==> config.mk <==
export PLATFORM = sky130hd
export DESIGN_NAME = pc_branch_unit
export DESIGN_NICKNAME = d
export VERILOG_FILES = /design/src/rtl/pc_branch_unit_pkg.sv /design/src/rtl/pc_branch_unit_next_pc_sel.sv /design/src/rtl/pc_branch_unit.sv
export SDC_FILE = /design/constraint.sdc
export NUM_CORES = 1
export LEC_CHECK = 0
export BUFFER_PORTS_ARGS = -buffer_cell sky130_fd_sc_hd__buf_2
export CORE_MARGIN = 2
export CORE_UTILIZATION = 52
export DETAILED_ROUTE_END_ITERATION = 8
export GPL_ROUTABILITY_DRIVEN = 0
export GPL_TIMING_DRIVEN = 1
export HOLD_SLACK_MARGIN = 0.05
export PLACE_DENSITY = 0.82
export SLEW_MARGIN = 20
export SYNTH_ARGS = -nofsm -noshare
export SYNTH_HDL_FRONTEND = slang
export SYNTH_SLANG_ARGS = --single-unit
==> constraint.sdc <==
create_clock -name clk -period 3.2 [get_ports clk]
set_clock_uncertainty 0.05 [all_clocks]
set_input_delay 0.32 -clock clk [delete_from_list [all_inputs] [get_ports clk]]
set_output_delay 0.32 -clock clk [all_outputs]
set_load 0.01 [all_outputs]
==> src/rtl/pc_branch_unit_pkg.sv <==
// ============================================================================
// Module      : pc_branch_unit_pkg
// Description : Shared pipeline constants and helpers for the fetch stage.
//               Contents: XLEN, the NOP word, the jump-index field position,
//               the PC-source selector enum and the jump-target helper.
// Revision    : 1.0 - initial release
// ============================================================================
`default_nettype none

package pc_branch_unit_pkg;

    localparam int XLEN = 32;

    // Instruction word used to flush IF/ID.
    localparam logic [XLEN-1:0] NOP_INSTR = 32'h0000_0000;

    // Jump index field inside a J-type instruction word.
    localparam int JIDX_MSB = 25;
    localparam int JIDX_LSB = 0;
    localparam int JIDX_W   = JIDX_MSB - JIDX_LSB + 1;

    // Which source feeds the PC register on the next edge.
    typedef enum logic [1:0] {
        PC_SEL_SEQ    = 2'd0,
        PC_SEL_BRANCH = 2'd1,
        PC_SEL_JUMP   = 2'd2,
        PC_SEL_HOLD   = 2'd3
    } pc_sel_e;

    // Jump keeps the 256 MB region of the delay-slot PC and replaces the rest.
    function automatic logic [XLEN-1:0] jump_target(
        input logic [3:0]        region,
        input logic [JIDX_W-1:0] idx
    );
        return {region, idx, 2'b00};
    endfunction

endpackage

`default_nettype wire

==> src/rtl/pc_branch_unit_next_pc_sel.sv <==
// ============================================================================
// Module      : pc_branch_unit_next_pc_sel
// Description : Combinational branch/jump target computation and next-PC
//               priority mux (stall > jump > branch > sequential).
// Ports       : pc, if_id_pc4, imm_ext, jidx, controls in;
//               pc_next, pc_plus4, taken out.
// Revision    : 1.0 - initial release
// ============================================================================
`default_nettype none

module pc_branch_unit_next_pc_sel
    import pc_branch_unit_pkg::*;
(
    input  logic [XLEN-1:0]   pc,
    input  logic [XLEN-1:0]   if_id_pc4,
    input  logic [XLEN-1:0]   imm_ext,
    input  logic [JIDX_W-1:0] jidx,
    input  logic              stall,
    input  logic              branch,
    input  logic              branch_ne,
    input  logic              equal,
    input  logic              jump,
    output logic [XLEN-1:0]   pc_next,
    output logic [XLEN-1:0]   pc_plus4,
    output logic              taken
);

    logic    br_cond;
    pc_sel_e sel;

    always_comb begin
        pc_plus4 = pc + 32'd4;
        // bne takes on inequality, beq on equality.
        br_cond  = branch & (equal ^ branch_ne);
        taken    = ~stall & (jump | br_cond);

        if (stall) begin
            sel = PC_SEL_HOLD;
        end else if (jump) begin
            sel = PC_SEL_JUMP;
        end else if (br_cond) begin
            sel = PC_SEL_BRANCH;
        end else begin
            sel = PC_SEL_SEQ;
        end

        case (sel)
            PC_SEL_HOLD:   pc_next = pc;
            PC_SEL_JUMP:   pc_next = jump_target(if_id_pc4[XLEN-1:XLEN-4], jidx);
            PC_SEL_BRANCH: pc_next = if_id_pc4 + (imm_ext << 2);
            default:       pc_next = pc_plus4;
        endcase
    end

endmodule

`default_nettype wire

==> src/rtl/pc_branch_unit.sv <==
// ============================================================================
// Module      : pc_branch_unit
// Description : Fetch-side PC register and IF/ID pipeline register. Redirects
//               on taken branch/jump resolved in ID and flushes the single
//               wrong-path fetch with NOP_INSTR.
// Ports       : clk, rst_n (async, active-low), instr_in, stall, branch,
//               branch_ne, equal, jump, imm_ext in; pc, if_id_instr,
//               if_id_pc4, taken, br_count, br_taken_count out.
// Config      : BRANCH_STATS_EN - enables branch resolved/taken counters;
//               when undefined both counter outputs are tied to 0.
// Revision    : 1.0 - initial release
// ============================================================================
`default_nettype none

module pc_branch_unit
    import pc_branch_unit_pkg::*;
#(
    parameter logic [XLEN-1:0] RESET_PC  = 32'h0000_0000,
    parameter logic [XLEN-1:0] NOP_INSTR = pc_branch_unit_pkg::NOP_INSTR
) (
    input  logic            clk,
    input  logic            rst_n,
    input  logic [XLEN-1:0] instr_in,
    input  logic            stall,
    input  logic            branch,
    input  logic            branch_ne,
    input  logic            equal,
    input  logic            jump,
    input  logic [XLEN-1:0] imm_ext,
    output logic [XLEN-1:0] pc,
    output logic [XLEN-1:0] if_id_instr,
    output logic [XLEN-1:0] if_id_pc4,
    output logic            taken,
    output logic [XLEN-1:0] br_count,
    output logic [XLEN-1:0] br_taken_count
);

    logic [XLEN-1:0] pc_q, pc_d;
    logic [XLEN-1:0] if_id_instr_q, if_id_instr_d;
    logic [XLEN-1:0] if_id_pc4_q, if_id_pc4_d;
    logic [XLEN-1:0] pc_next;
    logic [XLEN-1:0] pc_plus4;

    pc_branch_unit_next_pc_sel u_next_pc_sel (
        .pc        (pc_q),
        .if_id_pc4 (if_id_pc4_q),
        .imm_ext   (imm_ext),
        .jidx      (if_id_instr_q[JIDX_MSB:JIDX_LSB]),
        .stall     (stall),
        .branch    (branch),
        .branch_ne (branch_ne),
        .equal     (equal),
        .jump      (jump),
        .pc_next   (pc_next),
        .pc_plus4  (pc_plus4),
        .taken     (taken)
    );

    always_comb begin
        pc_d          = pc_next;
        if_id_instr_d = if_id_instr_q;
        if_id_pc4_d   = if_id_pc4_q;
        if (!stall) begin
            // The instruction fetched alongside a redirect is on the wrong path.
            if_id_instr_d = taken ? NOP_INSTR : instr_in;
            if_id_pc4_d   = pc_plus4;
        end
    end

    always_ff @(posedge clk or negedge rst_n) begin
        if (!rst_n) begin
            pc_q          <= RESET_PC;
            if_id_instr_q <= NOP_INSTR;
            if_id_pc4_q   <= '0;
        end else begin
            pc_q          <= pc_d;
            if_id_instr_q <= if_id_instr_d;
            if_id_pc4_q   <= if_id_pc4_d;
        end
    end

    assign pc          = pc_q;
    assign if_id_instr = if_id_instr_q;
    assign if_id_pc4   = if_id_pc4_q;

`ifdef BRANCH_STATS_EN
    logic [XLEN-1:0] br_count_q, br_count_d;
    logic [XLEN-1:0] br_taken_count_q, br_taken_count_d;
    logic            stat_br_cond;

    // Counted even when a simultaneous jump wins the redirect.
    always_comb begin
        stat_br_cond     = branch & (equal ^ branch_ne);
        br_count_d       = br_count_q;
        br_taken_count_d = br_taken_count_q;
        if (!stall && branch) begin
            br_count_d = br_count_q + 32'd1;
            if (stat_br_cond) begin
                br_taken_count_d = br_taken_count_q + 32'd1;
            end
        end
    end

    always_ff @(posedge clk or negedge rst_n) begin
        if (!rst_n) begin
            br_count_q       <= '0;
            br_taken_count_q <= '0;
        end else begin
            br_count_q       <= br_count_d;
            br_taken_count_q <= br_taken_count_d;
        end
    end

    assign br_count       = br_count_q;
    assign br_taken_count = br_taken_count_q;
`else
    assign br_count       = '0;
    assign br_taken_count = '0;
`endif

endmodule

`default_nettype wire

== Word-level counts from Yosys, hierarchy flattened ==
Cells that the tools add are included.
Word-level totals
  output and inout port bits: 161
  input port bits: 71
  register bits: 96
  logic and storage cells: 18
Cells by class
  add/sub/neg operators: 2
  equality and inequality tests: 3
  bitwise gates (word level): 5
  mux-type cells: 5
Operators by type and width (count)
  case mux 32 bit (3 select lines): 1
  adder 32 x 3 -> 32 bit, second input constant: 1
  adder 32 bit: 1
  2-to-1 mux 32 bit: 1
  equality test 2 bit, second input constant: 2
  2-to-1 mux 2 bit: 2
  bitwise AND 1 bit: 2
  equality test 2 x 1 -> 1 bit, second input constant: 1
  2-to-1 mux 1 bit: 1
  NOT 1 bit: 1
  bitwise OR 1 bit: 1
  bitwise XOR 1 bit: 1

== Logic depth before layout (Yosys ltp) ==
  depth after elaboration: 7
  mapped depth: 10
  gate-level depth less buffers: 10

== Modules after synthesis ==
Synthesis repeated with hierarchy kept, for this count alone.
Unflattened totals
  cell total of the unflattened synthesis: 792
  area total of the unflattened synthesis: 7128.1 sq um
By module, submodules not included
  pc_branch_unit: sequential area each 2402.3 sq um, times used 1, cells an instance 302, area each 3966.3 sq um
  pc_branch_unit_next_pc_sel: sequential area each 0.0 sq um, times used 1, cells an instance 490, area each 3161.8 sq um

== Least setup slack after synthesis ==
Ideal clock, no wire load.
  kind: reg-to-reg
  from: reg if_id_pc4_q[2] (netlist: if_id_pc4[2])
  to: reg pc_q[24] (netlist: pc[24])
  clock period less this slack: 2.536 ns
  library setup time: 0.077 ns
  arrival: 2.410 ns
  stages on the path, launching flop included: 11
  slack: 0.664 ns
  buffers on the path: 0
  data required time: 3.073 ns
  cells stage by stage: dfrtp_1 ha_1 inv_1 fa_1 nor2b_1 o2111ai_1 a211o_1 o31ai_1 o2111ai_1 mux2_2 o21ai_1
On the way
  longest elaborated chain between the ends: 2
Ends and longest elaborated chain
  start, declared: RTL line pc_branch_unit.sv:40  | logic [XLEN-1:0] if_id_pc4_q, if_id_pc4_d;
  start signal, assigned: RTL line pc_branch_unit.sv:78  | if_id_pc4_q <= if_id_pc4_d;
  adder 32 bit: RTL line pc_branch_unit_next_pc_sel.sv:50  | PC_SEL_BRANCH: pc_next = if_id_pc4 + (imm_ext << 2);
  case mux 32 bit (3 select lines): RTL line pc_branch_unit_next_pc_sel.sv:47  | case (sel)
  end signal, assigned: RTL line pc_branch_unit.sv:76  | pc_q <= pc_d;
  end, declared: RTL line pc_branch_unit.sv:38  | logic [XLEN-1:0] pc_q, pc_d;
Every way passes these cells.
A chain may end at the register's enable or synchronous reset.

== Worst setup path in the final report ==
  from: reg if_id_pc4_q[2] (netlist: if_id_pc4[2])
  to: reg pc_q[18] (netlist: pc[18])
The elaborated chain is that of the path after synthesis.

==> summary by stage <==
Setup path
The arrival time of the worst setup path is roughly 3000 ps. For the worst setup path, the data required time is ~3400 ps. The kind of capture point of the worst setup path is a flip-flop. Along the worst path, the maximum fanout reaches 5. The worst setup path is launched from a flip-flop. The worst setup path is of the flip-flop to flip-flop kind.

Synth
After synthesis, the largest family of logic cells by area is compound AO/OA/AOI/OAI gates. Of all flip-flops after synthesis, the portion carrying an async set or reset was 100%. After Yosys synthesis, XOR and XNOR cells account for ~5.7% of the synthesized area. Among all flip-flop cells after synthesis, the most frequent one is sky130_fd_sc_hd__dfrtp_1.

After synthesis the netlist holds a flip-flop and latch count of between 90 and 100. The count of mapped cells out of synthesis is 857. The post-synthesis cell area is a little over 7000 µm².

The share of Yosys cell area claimed by the top area cell type is approximately a third. The synthesized netlist devotes roughly 5.5% of its cell area to adder and majority cells. Summed over all instances, the cell type with the most area after synthesis is sky130_fd_sc_hd__dfrtp_1. Yosys attributes the largest share of cell area to sky130_fd_sc_hd__dfrtp_1 (34%), sky130_fd_sc_hd__buf_4 (7.1%), sky130_fd_sc_hd__nand2_1 (6.9%), sky130_fd_sc_hd__ha_1 (5.3%), sky130_fd_sc_hd__o21ai_0 (5.2%). Of the synthesized area, sequential elements account for between 30% and 40%. The share of cell area taken by muxes after synthesis is under 10%.

Summing the areas of all compound-gate instances in the mapped netlist gives between 20% and 30% of the synthesized area. Each instance of the synthesized netlist takes up on average 8.31 µm². The number of warning messages in the yosys log is 0. The number of flops mapped to enable cells by yosys is 0. In this run, distinct cell masters in the synthesized netlist total 74. Of the total synthesized cell area, the portion taken by AND, OR, NAND and NOR gates is between 10% and 20%.

Routing
The average routed wire per standard cell is 17.5 µm. The post-route DRC violation count is 0. The detail route stage leaves a number of antenna-violating nets equal to 0. For this block, the routed nets add up to around 21 mm of wire. The final route contains ~6,800 vias. The number of detailed-route iterations in the first pass is 5. The routed via count divided by cell count is 5.84. The first routing iteration left between 600 and 700 violations.

Global route
The wire length of the first global-routing pass is 31.7 mm. The total overflow left after global routing is 0. The number of global-route vias before repair came to around 6,000. Across every metal layer, demand over resource in global routing totals between 20% and 30%. The largest net degree at the start of global routing is 79.

The number of antenna violations at the first check in global routing is 0.

Timing
The final setup violation count is 0. Counting I/O delays and the setup requirement, the final critical path takes 2830 ps. The normalized max-slew margin is 48.5%. Derived from the worst setup path, the maximum achievable clock frequency is 353 MHz. Adding up every negative setup slack in the final design gives 0 ps. At the pin with the least slew margin, the transition time is around 770 ps. The worst hold margin is 153 ps. The total count of max-transition violations in the final report was 0.

After layout, the worst path uses between 80% and 90% of the clock period. The hold violation count in the final report came to 0. Setup repair after global routing left no endpoint under its margin.

Clock network
The maximum buffer depth of the clock tree is 2. In this run, post-CTS repair resized a total of 0 instances. Counting the buffers created by CTS gives 9. The H-tree was split into 3 levels. Clock tree synthesis selected as its root buffer the cell sky130_fd_sc_hd__clkbuf_16. After clock tree synthesis, the clock-pin slew on the worst setup and hold paths is 70 ps. The clock drives 96 sinks. The clock tree from TritonCTS is built. The later pin in the worst-skew pair is clocked with a latency of 350 ps.

Pwr
Dividing total power by cell area gives a power density of 577 nW/µm². Of the total power, combinational logic draws around 42%. IR analysis of the VDD net gives a maximum drop of approximately 0.00024 V. The switching power total is between 1500 and 2000 µW. The design internal power is approximately 2700 µW.

The clock group share of total power is 21.8%. Net switching is approximately two fifths of the power. The portion of total power attributed to sequential cells is roughly 36%. The static power due to leakage is 0.00400 µW.

Floorplanning
The number of placement rows is 42. The vertical die dimension is around 120 µm. For this configuration, the core starts out at a cell density of ~54%. The area enclosed by the die boundary is approximately 15,000 µm². The horizontal die dimension is around 120 µm.

For this design the top-level I/O count stands at about 230. The total area inside the core boundary comes to approximately 13,000 µm².

Final layout
The post-route standard cell area excluding fillers is about 8100 µm². In the final layout, the share of cells above drive strength 1 is between 20% and 30%. Across the whole layout, storage elements account for 2400 µm².

Compared with the post-synthesis result, the final layout area differs by 13.9%. Summing all multi-input logic gate instances after layout gives approximately 4200 µm². The antenna diode count is 0.

The number of fillers in the final layout is between 1,000 and 1,500. At the end of the flow, the number of nets in the layout was 1,095.

Run status
The flow ran to the end, and the final reports show no timing, DRC or antenna violations.

Run
The number of violations of the max-capacitance limit is 0.

Placement
The post-detailed-placement half-perimeter wirelength is approximately 15 mm. The placed instances occupy a cell area of ~7800 µm². Port buffering added roughly 170 buffers.

Worst hold path
The class of the tightest hold or removal check is input port to flip-flop.
==> worst max-delay path, stage by stage, from the launching register on <==
cell,delay [ps]
sky130_fd_sc_hd__dfrtp_1,370
sky130_fd_sc_hd__ha_1,170
sky130_fd_sc_hd__inv_1,60
sky130_fd_sc_hd__fa_1,420
sky130_fd_sc_hd__nor2b_1,170
sky130_fd_sc_hd__o2111ai_1,160
sky130_fd_sc_hd__a211o_1,340
sky130_fd_sc_hd__a21oi_1,370
sky130_fd_sc_hd__a31oi_1,190
sky130_fd_sc_hd__xor2_1,280
sky130_fd_sc_hd__o22ai_1,130
==> cell families (layout without fill, tap and decap cells) <==
family | Yosys count | count (layout)
multiplexers | 23 | 23
flip-flops | 96 | 96
AND/OR/NAND/NOR | 279 | 279
adder cells (fa/ha/maj) | 31 | 31
XOR/XNOR | 46 | 46
buffers and inverters | 137 | 214
other | 1 | 64
AO/OA/AOI/OAI | 244 | 244
==> worst paths after layout <==
path | from | end | slack, ps | depth (start not counted)
worst min register to register | if_id_instr[30]$_DFFE_PN0N_ | if_id_instr[30]$_DFFE_PN0N_ | 430 | 2
worst min-delay path | instr_in[6] | if_id_instr[6]$_DFFE_PN0N_ | 150 | 3
min in group asynchronous | rst_n | if_id_instr[4]$_DFFE_PN0N_ | 530 | 2
worst max-delay path | if_id_pc4[2]$_DFFE_PN0N_ | pc[18]$_DFFE_PN0P_ | 370 | 10
worst max register to register | if_id_pc4[2]$_DFFE_PN0N_ | pc[18]$_DFFE_PN0P_ | 370 | 10
max in group asynchronous | rst_n | if_id_instr[12]$_DFFE_PN0N_ | 1740 | 3
==> cells in the mapped netlist, types with 3 or more instances <==
master	count
sky130_fd_sc_hd__nand2_1	131
sky130_fd_sc_hd__dfrtp_1	96
sky130_fd_sc_hd__o21ai_0	74
sky130_fd_sc_hd__buf_4	67
sky130_fd_sc_hd__a21oi_1	46
sky130_fd_sc_hd__nor2_1	45
sky130_fd_sc_hd__clkbuf_1	42
sky130_fd_sc_hd__ha_1	30
sky130_fd_sc_hd__a21o_1	28
sky130_fd_sc_hd__nand3_1	27
sky130_fd_sc_hd__xnor2_1	27
sky130_fd_sc_hd__xor2_1	19
sky130_fd_sc_hd__inv_1	17
sky130_fd_sc_hd__mux2_2	17
sky130_fd_sc_hd__and3_1	13
sky130_fd_sc_hd__o22ai_1	13
sky130_fd_sc_hd__nand4_1	12
sky130_fd_sc_hd__nor3_1	12
sky130_fd_sc_hd__a211oi_1	9
sky130_fd_sc_hd__buf_1	8
sky130_fd_sc_hd__a221oi_1	7
sky130_fd_sc_hd__a31oi_1	7
sky130_fd_sc_hd__and4_1	6
sky130_fd_sc_hd__a211o_1	5
sky130_fd_sc_hd__a22o_1	5
sky130_fd_sc_hd__mux2i_1	5
sky130_fd_sc_hd__nand2b_1	5
sky130_fd_sc_hd__o21a_1	5
sky130_fd_sc_hd__o31ai_1	5
sky130_fd_sc_hd__and2_1	4
sky130_fd_sc_hd__nor2b_1	4
sky130_fd_sc_hd__o211ai_1	4
sky130_fd_sc_hd__a2111oi_0	3
sky130_fd_sc_hd__a21boi_0	3
sky130_fd_sc_hd__nand3b_1	3
sky130_fd_sc_hd__o2111ai_1	3
sky130_fd_sc_hd__o21bai_1	3
sky130_fd_sc_hd__o31a_1	3
==> flip-flops by register name, summed over array words and instances (netlist names) <==
register     flops
if_id_instr     32
if_id_pc4       32
pc              32
==> metal layers <==
| layer | global-route usage, % | vias to the layer above | wire, µm |
|---|---|---|---|
| li1 | - | 3212 | - |
| met5 | 0 | - | 0 |
| met1 | 40.1 | 3163 | 8780 |
| met3 | 4.56 | 47 | 2240 |
| met4 | 9.59 | 0 | 575 |
| met2 | 41.3 | 426 | 8950 |
==> layout make-up <==
type | instances | share of cell area [%]
clock buffer | 9 | 2.78
clock inverter | 6 | 0.555
inverter | 18 | 0.833
multi-input combinational | 687 | 51.8
sequential | 96 | 29.6
tap | 176 | 2.71
timing repair buffer | 181 | 11.8
==> power groups by stage <==
stage | clock [µW] | combinational (µW) | sequential (µW)
final | 1020 | 1980 | 1680
after global routing | 1080 | 2150 | 1710
after CTS | 1030 | 1940 | 1670
after detailed placement | 0 | 1920 | 1690
after global placement | 0 | 1880 | 1680
after floorplan | 0 | 1260 | 1730
==> timing repair <==
action                    CTS  global route
buffers inserted            0             0
hold buffers                1             0
hold endpoints to repair   55             0
==> cell usage in the layout, fill, tap and decap left out, types with 4 or more instances in the layout <==
master                      synthesis  final
sky130_fd_sc_hd__o21a_1             5      5
sky130_fd_sc_hd__inv_1             17     17
sky130_fd_sc_hd__and4_1             6      6
sky130_fd_sc_hd__a21oi_1           46     46
sky130_fd_sc_hd__and2_1             4      4
sky130_fd_sc_hd__o22ai_1           13     13
sky130_fd_sc_hd__nor2b_1            4      4
sky130_fd_sc_hd__nor3_1            12     12
sky130_fd_sc_hd__nand4_1           12     12
sky130_fd_sc_hd__a211oi_1           9      9
sky130_fd_sc_hd__a221oi_1           7      7
sky130_fd_sc_hd__xor2_1            19     19
sky130_fd_sc_hd__a21o_1            28     28
sky130_fd_sc_hd__and3_1            13     13
sky130_fd_sc_hd__mux2i_1            5      5
sky130_fd_sc_hd__dfrtp_1           96     96
sky130_fd_sc_hd__a31oi_1            7      7
sky130_fd_sc_hd__nand2b_1           5      5
sky130_fd_sc_hd__nand3_1           27     27
sky130_fd_sc_hd__clkbuf_16          0      9
sky130_fd_sc_hd__mux2_2            17     17
sky130_fd_sc_hd__conb_1             1     64
sky130_fd_sc_hd__nand2_1          131    131
sky130_fd_sc_hd__nor2_1            45     44
sky130_fd_sc_hd__xnor2_1           27     27
sky130_fd_sc_hd__a22o_1             5      5
sky130_fd_sc_hd__o31ai_1            5      5
sky130_fd_sc_hd__o211ai_1           4      4
sky130_fd_sc_hd__o21ai_0           74     74
sky130_fd_sc_hd__ha_1              30     30
sky130_fd_sc_hd__a211o_1            5      5
sky130_fd_sc_hd__buf_4             67     17
sky130_fd_sc_hd__buf_2              1    163
==> through the flow <==
stage	setup slack [ps]	utilization (%)	total power, µW	instances
3_3_place_gp	398	58.9	3560	1157
5_1_grt	193	61.0	4940	1173
3_5_place_dp	382	58.9	3610	1157
4_1_cts	400	61.0	4640	1173
6_report	367	61.0	4680	1173
2_1_floorplan	664	-	2990	920
(Power assumes the default switching activity.)
